## src/rtl/mem_pkg.sv

```systemverilog
// rtl/mem_pkg.sv - shared op codes, state type and helpers for the memory-access stage
package mem_pkg;

  typedef enum logic [3:0] {
    MEM_NONE = 4'd0, LB, LBU, LH, LHU, LW, SB, SH, SW, LD, SD
  } mem_op_e;

  typedef enum logic {LSU_IDLE, LSU_ACCESS} lsu_state_e;

  localparam logic [7:0] BE_NONE = 8'hFF;

  function automatic logic is_load(mem_op_e op);
    return op inside {LB, LBU, LH, LHU, LW, LD};
  endfunction

  function automatic logic is_store(mem_op_e op);
    return op inside {SB, SH, SW, SD};
  endfunction

  // log2 of the access size in bytes
  function automatic logic [1:0] op_size(mem_op_e op);
    case (op)
      LH, LHU, SH: return 2'd1;
      LW, SW:      return 2'd2;
      LD, SD:      return 2'd3;
      default:     return 2'd0;
    endcase
  endfunction

  function automatic logic is_misaligned(mem_op_e op, logic [2:0] off);
    case (op_size(op))
      2'd1:    return off[0];
      2'd2:    return |off[1:0];
      default: return 1'b0;
    endcase
  endfunction

endpackage

```

## src/rtl/mem_lsu_if.sv

```systemverilog
// rtl/mem_lsu_if.sv - SRAM request/response bus between the LSU and the memory
interface mem_lsu_if #(
  parameter int DATA_W = 32,
  parameter int ADDR_W = 32
) ();
  localparam int BE_W = DATA_W / 8;

  logic              SRAM_CE;
  logic              SRAM_WE;
  logic [ADDR_W-1:0] SRAM_ADDR;
  logic [BE_W-1:0]   SRAM_BE;
  logic [DATA_W-1:0] SRAM_WDATA;
  logic [DATA_W-1:0] SRAM_RDATA;
  logic              SRAM_READY;

  modport master (
    output SRAM_CE, SRAM_WE, SRAM_ADDR, SRAM_BE, SRAM_WDATA,
    input  SRAM_RDATA, SRAM_READY
  );

  modport slave (
    input  SRAM_CE, SRAM_WE, SRAM_ADDR, SRAM_BE, SRAM_WDATA,
    output SRAM_RDATA, SRAM_READY
  );
endinterface

```

## src/rtl/mem_lane_align.sv

```systemverilog
// rtl/mem_lane_align.sv - byte-lane enables, store replication and load extension
module mem_lane_align
  import mem_pkg::*;
#(
  parameter  int DATA_W = 32,
  localparam int BE_W   = DATA_W / 8,
  localparam int OFF_W  = $clog2(BE_W)
) (
  input  mem_op_e           req_op_i,
  input  logic [OFF_W-1:0]  req_off_i,
  input  logic [DATA_W-1:0] store_data_i,
  output logic [BE_W-1:0]   be_n_o,
  output logic [DATA_W-1:0] wdata_o,
  input  mem_op_e           rsp_op_i,
  input  logic [OFF_W-1:0]  rsp_off_i,
  input  logic [DATA_W-1:0] rdata_i,
  output logic [DATA_W-1:0] load_data_o
);

  // Misaligned offsets are rounded down to the natural boundary of the access size
  function automatic logic [OFF_W-1:0] align_off(mem_op_e op, logic [OFF_W-1:0] off);
    return off & ~OFF_W'((32'd1 << op_size(op)) - 32'd1);
  endfunction

  logic [OFF_W-1:0]  req_aoff;
  logic [OFF_W-1:0]  rsp_aoff;
  logic [DATA_W-1:0] shifted;

  assign req_aoff = align_off(req_op_i, req_off_i);
  assign rsp_aoff = align_off(rsp_op_i, rsp_off_i);
  assign be_n_o   = ~BE_W'(((32'd1 << (32'd1 << op_size(req_op_i))) - 32'd1) << req_aoff);
  assign shifted  = rdata_i >> {rsp_aoff, 3'b000};

  always_comb begin
    case (op_size(req_op_i))
      2'd0:    wdata_o = {BE_W{store_data_i[7:0]}};
      2'd1:    wdata_o = {(BE_W/2){store_data_i[15:0]}};
      2'd2:    wdata_o = {(BE_W/4){store_data_i[31:0]}};
      default: wdata_o = store_data_i;
    endcase
  end

  always_comb begin
    case (rsp_op_i)
      LB:      load_data_o = DATA_W'($signed(shifted[7:0]));
      LBU:     load_data_o = DATA_W'(shifted[7:0]);
      LH:      load_data_o = DATA_W'($signed(shifted[15:0]));
      LHU:     load_data_o = DATA_W'(shifted[15:0]);
      LW:      load_data_o = DATA_W'($signed(shifted[31:0]));
      default: load_data_o = shifted;
    endcase
  end

endmodule

```

## src/rtl/mem_lsu.sv

```systemverilog
// rtl/mem_lsu.sv - MEM stage: SRAM access with timeout, stall and writeback register
// Optional alignment trap (ADDR_ERR_O) enabled by MEM_ALIGN_CHK_EN.
module mem_lsu
  import mem_pkg::*;
#(
  parameter int DATA_W  = 32,
  parameter int ADDR_W  = 32,
  parameter int TIMEOUT = 16
) (
  input  logic              CLK,
  input  logic              RST,
  input  logic              VALID_I,
  input  logic [3:0]        MEM_OP,
  input  logic [ADDR_W-1:0] MEM_ADDR_I,
  input  logic [DATA_W-1:0] STORE_DATA_I,
  input  logic              GPR_WE_I,
  input  logic [4:0]        GPR_WADDR_I,
  input  logic [DATA_W-1:0] GPR_WDATA_I,
  mem_lsu_if.master         sram,
  output logic              STALL_REQ,
  output logic              GPR_WE_O,
  output logic [4:0]        GPR_WADDR_O,
  output logic [DATA_W-1:0] GPR_WDATA_O,
  output logic              BUS_ERR_O
`ifdef MEM_ALIGN_CHK_EN
  ,
  output logic              ADDR_ERR_O
`endif
);

  localparam int BE_W  = DATA_W / 8;
  localparam int OFF_W = $clog2(BE_W);
  localparam int CNT_W = $clog2(TIMEOUT);

  lsu_state_e        state_q, state_d;
  logic [CNT_W-1:0]  cnt_q, cnt_d;
  logic              sram_ce_q, sram_ce_d, sram_we_q, sram_we_d;
  logic [ADDR_W-1:0] sram_addr_q, sram_addr_d;
  logic [BE_W-1:0]   sram_be_q, sram_be_d;
  logic [DATA_W-1:0] sram_wdata_q, sram_wdata_d;
  mem_op_e           op_q, op_d;
  logic [OFF_W-1:0]  off_q, off_d;
  logic [4:0]        dst_q, dst_d;
  logic              gpr_we_q, gpr_we_d, bus_err_q, bus_err_d;
  logic [4:0]        gpr_waddr_q, gpr_waddr_d;
  logic [DATA_W-1:0] gpr_wdata_q, gpr_wdata_d;
`ifdef MEM_ALIGN_CHK_EN
  logic              addr_err_q, addr_err_d;
`endif

  mem_op_e           op_in;
  logic              mem_req, misalign, timeout_hit;
  logic [BE_W-1:0]   issue_be_n;
  logic [DATA_W-1:0] issue_wdata, load_data;

  assign op_in = mem_op_e'(MEM_OP);
  // LD/SD only exist on a 64-bit bus; elsewhere they fall through as non-memory ops
  assign mem_req = VALID_I && (is_load(op_in) || is_store(op_in))
                   && (DATA_W == 64 || op_size(op_in) != 2'd3);
`ifdef MEM_ALIGN_CHK_EN
  assign misalign = is_misaligned(op_in, 3'(MEM_ADDR_I[OFF_W-1:0]));
`else
  assign misalign = 1'b0;
`endif
  assign timeout_hit = (cnt_q == CNT_W'(TIMEOUT - 1));

  mem_lane_align #(.DATA_W(DATA_W)) u_align (
    .req_op_i     (op_in),
    .req_off_i    (MEM_ADDR_I[OFF_W-1:0]),
    .store_data_i (STORE_DATA_I),
    .be_n_o       (issue_be_n),
    .wdata_o      (issue_wdata),
    .rsp_op_i     (op_q),
    .rsp_off_i    (off_q),
    .rdata_i      (sram.SRAM_RDATA),
    .load_data_o  (load_data)
  );

  always_ff @(posedge CLK) begin
    if (RST) state_q <= LSU_IDLE;
    else     state_q <= state_d;
  end

  always_comb begin
    state_d = state_q;
    case (state_q)
      LSU_IDLE:   if (mem_req && !misalign) state_d = LSU_ACCESS;
      LSU_ACCESS: if (sram.SRAM_READY || timeout_hit) state_d = LSU_IDLE;
      default:    state_d = LSU_IDLE;
    endcase
  end

  always_comb begin
    STALL_REQ    = 1'b0;
    cnt_d        = cnt_q;
    sram_ce_d    = sram_ce_q;
    sram_we_d    = sram_we_q;
    sram_addr_d  = sram_addr_q;
    sram_be_d    = sram_be_q;
    sram_wdata_d = sram_wdata_q;
    op_d         = op_q;
    off_d        = off_q;
    dst_d        = dst_q;
    gpr_we_d     = 1'b0;
    gpr_waddr_d  = gpr_waddr_q;
    gpr_wdata_d  = gpr_wdata_q;
    bus_err_d    = 1'b0;
`ifdef MEM_ALIGN_CHK_EN
    addr_err_d   = 1'b0;
`endif
    case (state_q)
      LSU_IDLE: begin
        if (mem_req && !misalign) begin
          STALL_REQ    = 1'b1;
          sram_ce_d    = 1'b1;
          sram_we_d    = is_store(op_in);
          sram_addr_d  = {MEM_ADDR_I[ADDR_W-1:OFF_W], {OFF_W{1'b0}}};
          sram_be_d    = issue_be_n;
          sram_wdata_d = issue_wdata;
          op_d         = op_in;
          off_d        = MEM_ADDR_I[OFF_W-1:0];
          dst_d        = GPR_WADDR_I;
          cnt_d        = '0;
        end else if (mem_req) begin
`ifdef MEM_ALIGN_CHK_EN
          addr_err_d = 1'b1;
`endif
        end else begin
          gpr_we_d    = VALID_I && GPR_WE_I;
          gpr_waddr_d = GPR_WADDR_I;
          gpr_wdata_d = GPR_WDATA_I;
        end
      end
      LSU_ACCESS: begin
        if (sram.SRAM_READY || timeout_hit) begin
          sram_ce_d = 1'b0;
          sram_we_d = 1'b0;
          sram_be_d = BE_NONE[BE_W-1:0];
          cnt_d     = '0;
          if (!sram.SRAM_READY) begin
            bus_err_d = 1'b1;
          end else if (is_load(op_q)) begin
            gpr_we_d    = 1'b1;
            gpr_waddr_d = dst_q;
            gpr_wdata_d = load_data;
          end
        end else begin
          STALL_REQ = 1'b1;
          cnt_d     = cnt_q + 1'b1;
        end
      end
      default: ;
    endcase
  end

  always_ff @(posedge CLK) begin
    if (RST) begin
      cnt_q        <= '0;
      sram_ce_q    <= 1'b0;
      sram_we_q    <= 1'b0;
      sram_addr_q  <= '0;
      sram_be_q    <= BE_NONE[BE_W-1:0];
      sram_wdata_q <= '0;
      op_q         <= MEM_NONE;
      off_q        <= '0;
      dst_q        <= '0;
      gpr_we_q     <= 1'b0;
      gpr_waddr_q  <= '0;
      gpr_wdata_q  <= '0;
      bus_err_q    <= 1'b0;
    end else begin
      cnt_q        <= cnt_d;
      sram_ce_q    <= sram_ce_d;
      sram_we_q    <= sram_we_d;
      sram_addr_q  <= sram_addr_d;
      sram_be_q    <= sram_be_d;
      sram_wdata_q <= sram_wdata_d;
      op_q         <= op_d;
      off_q        <= off_d;
      dst_q        <= dst_d;
      gpr_we_q     <= gpr_we_d;
      gpr_waddr_q  <= gpr_waddr_d;
      gpr_wdata_q  <= gpr_wdata_d;
      bus_err_q    <= bus_err_d;
    end
  end

`ifdef MEM_ALIGN_CHK_EN
  always_ff @(posedge CLK) begin
    if (RST) addr_err_q <= 1'b0;
    else     addr_err_q <= addr_err_d;
  end
  assign ADDR_ERR_O = addr_err_q;
`endif

  assign sram.SRAM_CE    = sram_ce_q;
  assign sram.SRAM_WE    = sram_we_q;
  assign sram.SRAM_ADDR  = sram_addr_q;
  assign sram.SRAM_BE    = sram_be_q;
  assign sram.SRAM_WDATA = sram_wdata_q;
  assign GPR_WE_O        = gpr_we_q;
  assign GPR_WADDR_O     = gpr_waddr_q;
  assign GPR_WDATA_O     = gpr_wdata_q;
  assign BUS_ERR_O       = bus_err_q;

endmodule

```

## src/flat_wrapper.sv

```systemverilog
// flat-port wrapper written by rule: the top's interface ports become plain ports
module mem_lsu_flat import mem_pkg::*;
#(
  parameter int DATA_W  = 32,
  parameter int ADDR_W  = 32,
  parameter int TIMEOUT = 16
)
  (CLK, RST, VALID_I, MEM_OP, MEM_ADDR_I, STORE_DATA_I, GPR_WE_I, GPR_WADDR_I, GPR_WDATA_I, STALL_REQ, GPR_WE_O, GPR_WADDR_O, GPR_WDATA_O, BUS_ERR_O, sram_SRAM_CE, sram_SRAM_WE, sram_SRAM_ADDR, sram_SRAM_BE, sram_SRAM_WDATA, sram_SRAM_RDATA, sram_SRAM_READY);
  mem_lsu_if #(.DATA_W(DATA_W), .ADDR_W(ADDR_W)) sram_i ();
  input  logic CLK;
  input  logic RST;
  input  logic VALID_I;
  input  logic [3:0] MEM_OP;
  input  logic [ADDR_W-1:0] MEM_ADDR_I;
  input  logic [DATA_W-1:0] STORE_DATA_I;
  input  logic GPR_WE_I;
  input  logic [4:0] GPR_WADDR_I;
  input  logic [DATA_W-1:0] GPR_WDATA_I;
  output logic STALL_REQ;
  output logic GPR_WE_O;
  output logic [4:0] GPR_WADDR_O;
  output logic [DATA_W-1:0] GPR_WDATA_O;
  output logic BUS_ERR_O;
  output wire logic [$bits(sram_i.SRAM_CE)-1:0] sram_SRAM_CE;
  output wire logic [$bits(sram_i.SRAM_WE)-1:0] sram_SRAM_WE;
  output wire logic [$bits(sram_i.SRAM_ADDR)-1:0] sram_SRAM_ADDR;
  output wire logic [$bits(sram_i.SRAM_BE)-1:0] sram_SRAM_BE;
  output wire logic [$bits(sram_i.SRAM_WDATA)-1:0] sram_SRAM_WDATA;
  input wire logic [$bits(sram_i.SRAM_RDATA)-1:0] sram_SRAM_RDATA;
  input wire logic [$bits(sram_i.SRAM_READY)-1:0] sram_SRAM_READY;
  assign sram_SRAM_CE = sram_i.SRAM_CE;
  assign sram_SRAM_WE = sram_i.SRAM_WE;
  assign sram_SRAM_ADDR = sram_i.SRAM_ADDR;
  assign sram_SRAM_BE = sram_i.SRAM_BE;
  assign sram_SRAM_WDATA = sram_i.SRAM_WDATA;
  assign sram_i.SRAM_RDATA = sram_SRAM_RDATA;
  assign sram_i.SRAM_READY = sram_SRAM_READY;
  mem_lsu #(.DATA_W(DATA_W), .ADDR_W(ADDR_W), .TIMEOUT(TIMEOUT)) u_core (.CLK(CLK), .RST(RST), .VALID_I(VALID_I), .MEM_OP(MEM_OP), .MEM_ADDR_I(MEM_ADDR_I), .STORE_DATA_I(STORE_DATA_I), .GPR_WE_I(GPR_WE_I), .GPR_WADDR_I(GPR_WADDR_I), .GPR_WDATA_I(GPR_WDATA_I), .sram(sram_i), .STALL_REQ(STALL_REQ), .GPR_WE_O(GPR_WE_O), .GPR_WADDR_O(GPR_WADDR_O), .GPR_WDATA_O(GPR_WDATA_O), .BUS_ERR_O(BUS_ERR_O));
endmodule
```

## config.mk

```make
export PLATFORM = sky130hd
export DESIGN_NAME = mem_lsu_flat
export DESIGN_NICKNAME = d
export VERILOG_FILES = /design/src/rtl/mem_pkg.sv /design/src/rtl/mem_lsu_if.sv /design/src/rtl/mem_lane_align.sv /design/src/rtl/mem_lsu.sv /design/src/flat_wrapper.sv
export SDC_FILE = /design/constraint.sdc
export NUM_CORES = 1
export LEC_CHECK = 0
export ABC_CLOCK_PERIOD_IN_PS = 2800
export CAP_MARGIN = 20
export CORE_MARGIN = 1.5
export CORE_UTILIZATION = 45
export CTS_BUF_LIST = sky130_fd_sc_hd__clkbuf_16
export CTS_CLUSTER_SIZE = 14
export DETAILED_ROUTE_END_ITERATION = 10
export HOLD_SLACK_MARGIN = 0.02
export PLACE_DENSITY = 0.82
export SETUP_SLACK_MARGIN = 0.02
export SLEW_MARGIN = 25
export SYNTH_ARGS = -nofsm -noshare
export SYNTH_HDL_FRONTEND = slang
export SYNTH_HIERARCHICAL = 1
export SYNTH_SLANG_ARGS = --single-unit
```

## constraint.sdc

```tcl
create_clock -name CLK -period 2.8 [get_ports CLK]
set_clock_uncertainty 0.05 [all_clocks]
set_input_delay 0.42 -clock CLK [delete_from_list [all_inputs] [get_ports CLK]]
set_output_delay 0.42 -clock CLK [all_outputs]
set_load 0.05 [all_outputs]
```

==> results.toml <==
[placed_design]
place.gp.congestion = 0.837
io_buffers = 249
hpwl_um = 13900

[cts]
hold_buffers = 0
numCtsBuffers = 17
cts_setup_buffers = 0
cts_tree = "yes"
clock_latency_ns = 0.41
htree_levels = 4
cts_num_sinks = 123
root_buffer = "clkbuf_16"
cts_buffer_depth = 2
cts_resized = 0
clkTransAtPathRegs_ns = 0.06

[min_path]
min-delay-start = "u_core/sram.SRAM_WDATA[2]$_SDFFE_PP0P_"
worstHoldPathCells = 2
hp-class = "flip-flop to flip-flop"
hold_end = "u_core/sram.SRAM_WDATA[2]$_SDFFE_PP0P_"

[sta]
fin_crit_sh_pct = 95.2
period_minus_slack_ns = 2.67
fin_tns_setup_ns = 0
hold_violations = 0
worst_slew_pin_slew_ns = 0.934
grt_setup_unrepaired = "no"
finalMaxSlewViolations = 0
fin_hold_ws_ns = 0.403
setup_violations = 0
slew_headroom_pct = 37.7
clock.fmax_ghz = 0.375

[setup_path]
path_cells = "clkdlybuf4s50_1 > or4_4 > and4b_2 > or2_2 > buf_4"
crit_required_ns = 2.33
arrival_ns = 2.20
reg2reg_from = "u_core/op_q[3]$_SDFFE_PP0P_"
cp-start-kind = "input pin"
crit_path_end_kind = "output pin"
r2r_cells = 9
worstSetupPathType = "input pin to output pin"
rrSetupSlack_ns = 0.22
reg2reg_to = "u_core/GPR_WDATA_O[12]$_SDFFE_PP0P_"
max_stage_delay_ns = 0.58
cp_max_fo = 3
critPathTopFamily = "simple AND/OR/NAND/NOR gates"
path_buf_inv = 2
slowest_stage = "or4_4"

[drt]
drt_iter0_markers = 392
first_pass_iters = 7
wl_per_cell_um = 16.2
antenna_left = 0
routed_wl_um = 19900
num_vias = 6474
drc = 0
via_per_inst = 5.27

[die]
dieHeight_um = 124
die-area_um2 = 15400
start_util_pct = 45.6
fp.dieW_um = 124
core_um2 = 14400
rows = 44
io_pins = 252

[logic_synthesis]
netlist_area_um2 = 6580
syn_avg_cell_area_um2 = 8.18
yosysTopAreaCellShare_pct = 37.4
dominantRegCellSynth = "dfxtp_1"
synth-seq-cells = 123
yosysUniqueCellTypes = 59
synthCells = 804
synth_common_cells = "nand2_1 (192), dfxtp_1 (123), a21oi_1 (92)"
synth_area_leaders = "dfxtp_1 (37%), nand2_1 (11%), mux2i_1 (7.2%)"
synthMostInstantiatedCell = "nand2_1"
synthArstFlopShare_pct = 0
ys_seq_area_share_pct = 37.4
yosysTopAreaCell = "dfxtp_1"
yosys_warnings = 6
synth_edf_count = 0

[power_and_ir_drop]
ir_drop_uv = 387
power.leakage_nw = 3.78
total_power_mw = 5.54
pwr_density_cell_nw_per_um2 = 566

[layout]
drive_gt1_share_pct = 12.7
areaGrowthSynthToFinish_pct = 48.7
layout.nets = 1174
diodes = 0
seq_area_um2 = 2460
multi_input_area_um2 = 3730
fill_cells = 1200

[run]
drv_cap = 0

[global_route]
grt_overflow_total = 0
grt_start_max_net_pins = 94
antenna_found_initial = 0
grt_pass1_vias = 6057
grtUsageTotal_pct = 25.4
grt_first_pass_wirelength_um = 30200

[outcome]
status = "finished, final reports clean"
## registers in the layout (all words and copies together), names as in the netlist, 2 cells and up
name and count:
u_core/sram.SRAM_ADDR 30, u_core/dst_q 5, u_core/cnt_q 4, u_core/sram.SRAM_WDATA 32
u_core/op_q 4, u_core/off_q 2, u_core/sram.SRAM_BE 4, u_core/GPR_WADDR_O 5
u_core/GPR_WDATA_O 32
## kinds of logic (layout without fill, tap and decap cells)
kind of cell | Yosys count | in the layout | synth area share [%]
AND/OR/NAND/NOR | 325 | 325 | 21.8
adder cells (fa/ha/maj) | 2 | 2 | 0.342
other | 1 | 2 | 0.0570
buffers and inverters | 82 | 321 | 6.07
XOR/XNOR | 1 | 1 | 0.133
AO/OA/AOI/OAI | 170 | 170 | 16.2
multiplexers | 100 | 100 | 17.9
flip-flops | 123 | 123 | 37.4
## layer usage
layer  track usage (%)  wire length (um)  share of wire [%]
met4              11.7               612                3.1
met5                 0                 0                  0
met3              9.80              2280                 11
met1              29.8              7960                 40
met2              41.1              9040                 45
## layout make-up
cell class	instances	area share [%]
well taps	184	2.35
clock inverters	15	1.27
flip-flops and latches	123	25.2
multi-input cells	600	38.1
inverters	13	0.499
repair buffers	276	28.3
clock buffers	17	4.35
## worst max path at each step
stage | startpoint | slack, ns | cells past startpoint | endpoint
floorplan | u_core/op_q[3]$_SDFFE_PP0P_ | 0.34 | 10 | u_core/GPR_WDATA_O[11]$_SDFFE_PP0P_
global placement | MEM_OP[1] | 0.15 | 5 | STALL_REQ
detailed placement | MEM_OP[0] | 0.13 | 5 | STALL_REQ
CTS | MEM_OP[0] | 0.13 | 5 | STALL_REQ
global route | u_core/op_q[3]$_SDFFE_PP0P_ | 0.02 | 9 | u_core/GPR_WDATA_O[12]$_SDFFE_PP0P_
finish | MEM_OP[0] | 0.13 | 5 | STALL_REQ
## layout by cell type (no fill, tap or decap), types with 3 or more instances in the layout
cell type / count
o211ai_1: 18
a22oi_1: 9
nand2b_1: 4
clkbuf_16: 17
inv_6: 3
dfxtp_1: 122
clkinv_2: 4
nor2b_1: 41
buf_4: 23
a21oi_1: 92
mux2i_1: 47
or2_2: 3
o21ai_0: 22
mux2_4: 30
o211ai_2: 6
mux2_2: 23
nor2_1: 59
nor3_1: 6
clkinvlp_4: 3
and2_1: 3
nand2_1: 192
buf_12: 6
inv_1: 14
clkdlybuf4s50_1: 247
## through the flow
stage | std cells | utilization, % | cell area, um^2 | setup WS (ns)
detailed placement | 1196 | 64.0 | 9230 | 0.129
CTS | 1228 | 67.8 | 9780 | 0.130
floorplan | 805 | - | 6580 | 0.342
finish | 1228 | 67.8 | 9780 | 0.135
global placement | 1196 | 64.0 | 9230 | 0.146
global route | 1228 | 67.8 | 9780 | 0.0246
## tightest hold or removal path, cell delays in order, from the launching register on
cell and delay, ns:
dfxtp_1 0.31, nand2_1 0.05, a21oi_1 0.05
## power by group
part	leakage, nW	total, mW	switching [mW]	internal, mW
Clock	0.268	2.05	0.833	1.21
Sequential	1.01	1.94	0.0721	1.87
Combinational	2.50	1.55	0.874	0.677
(Power assumes the default switching activity.)
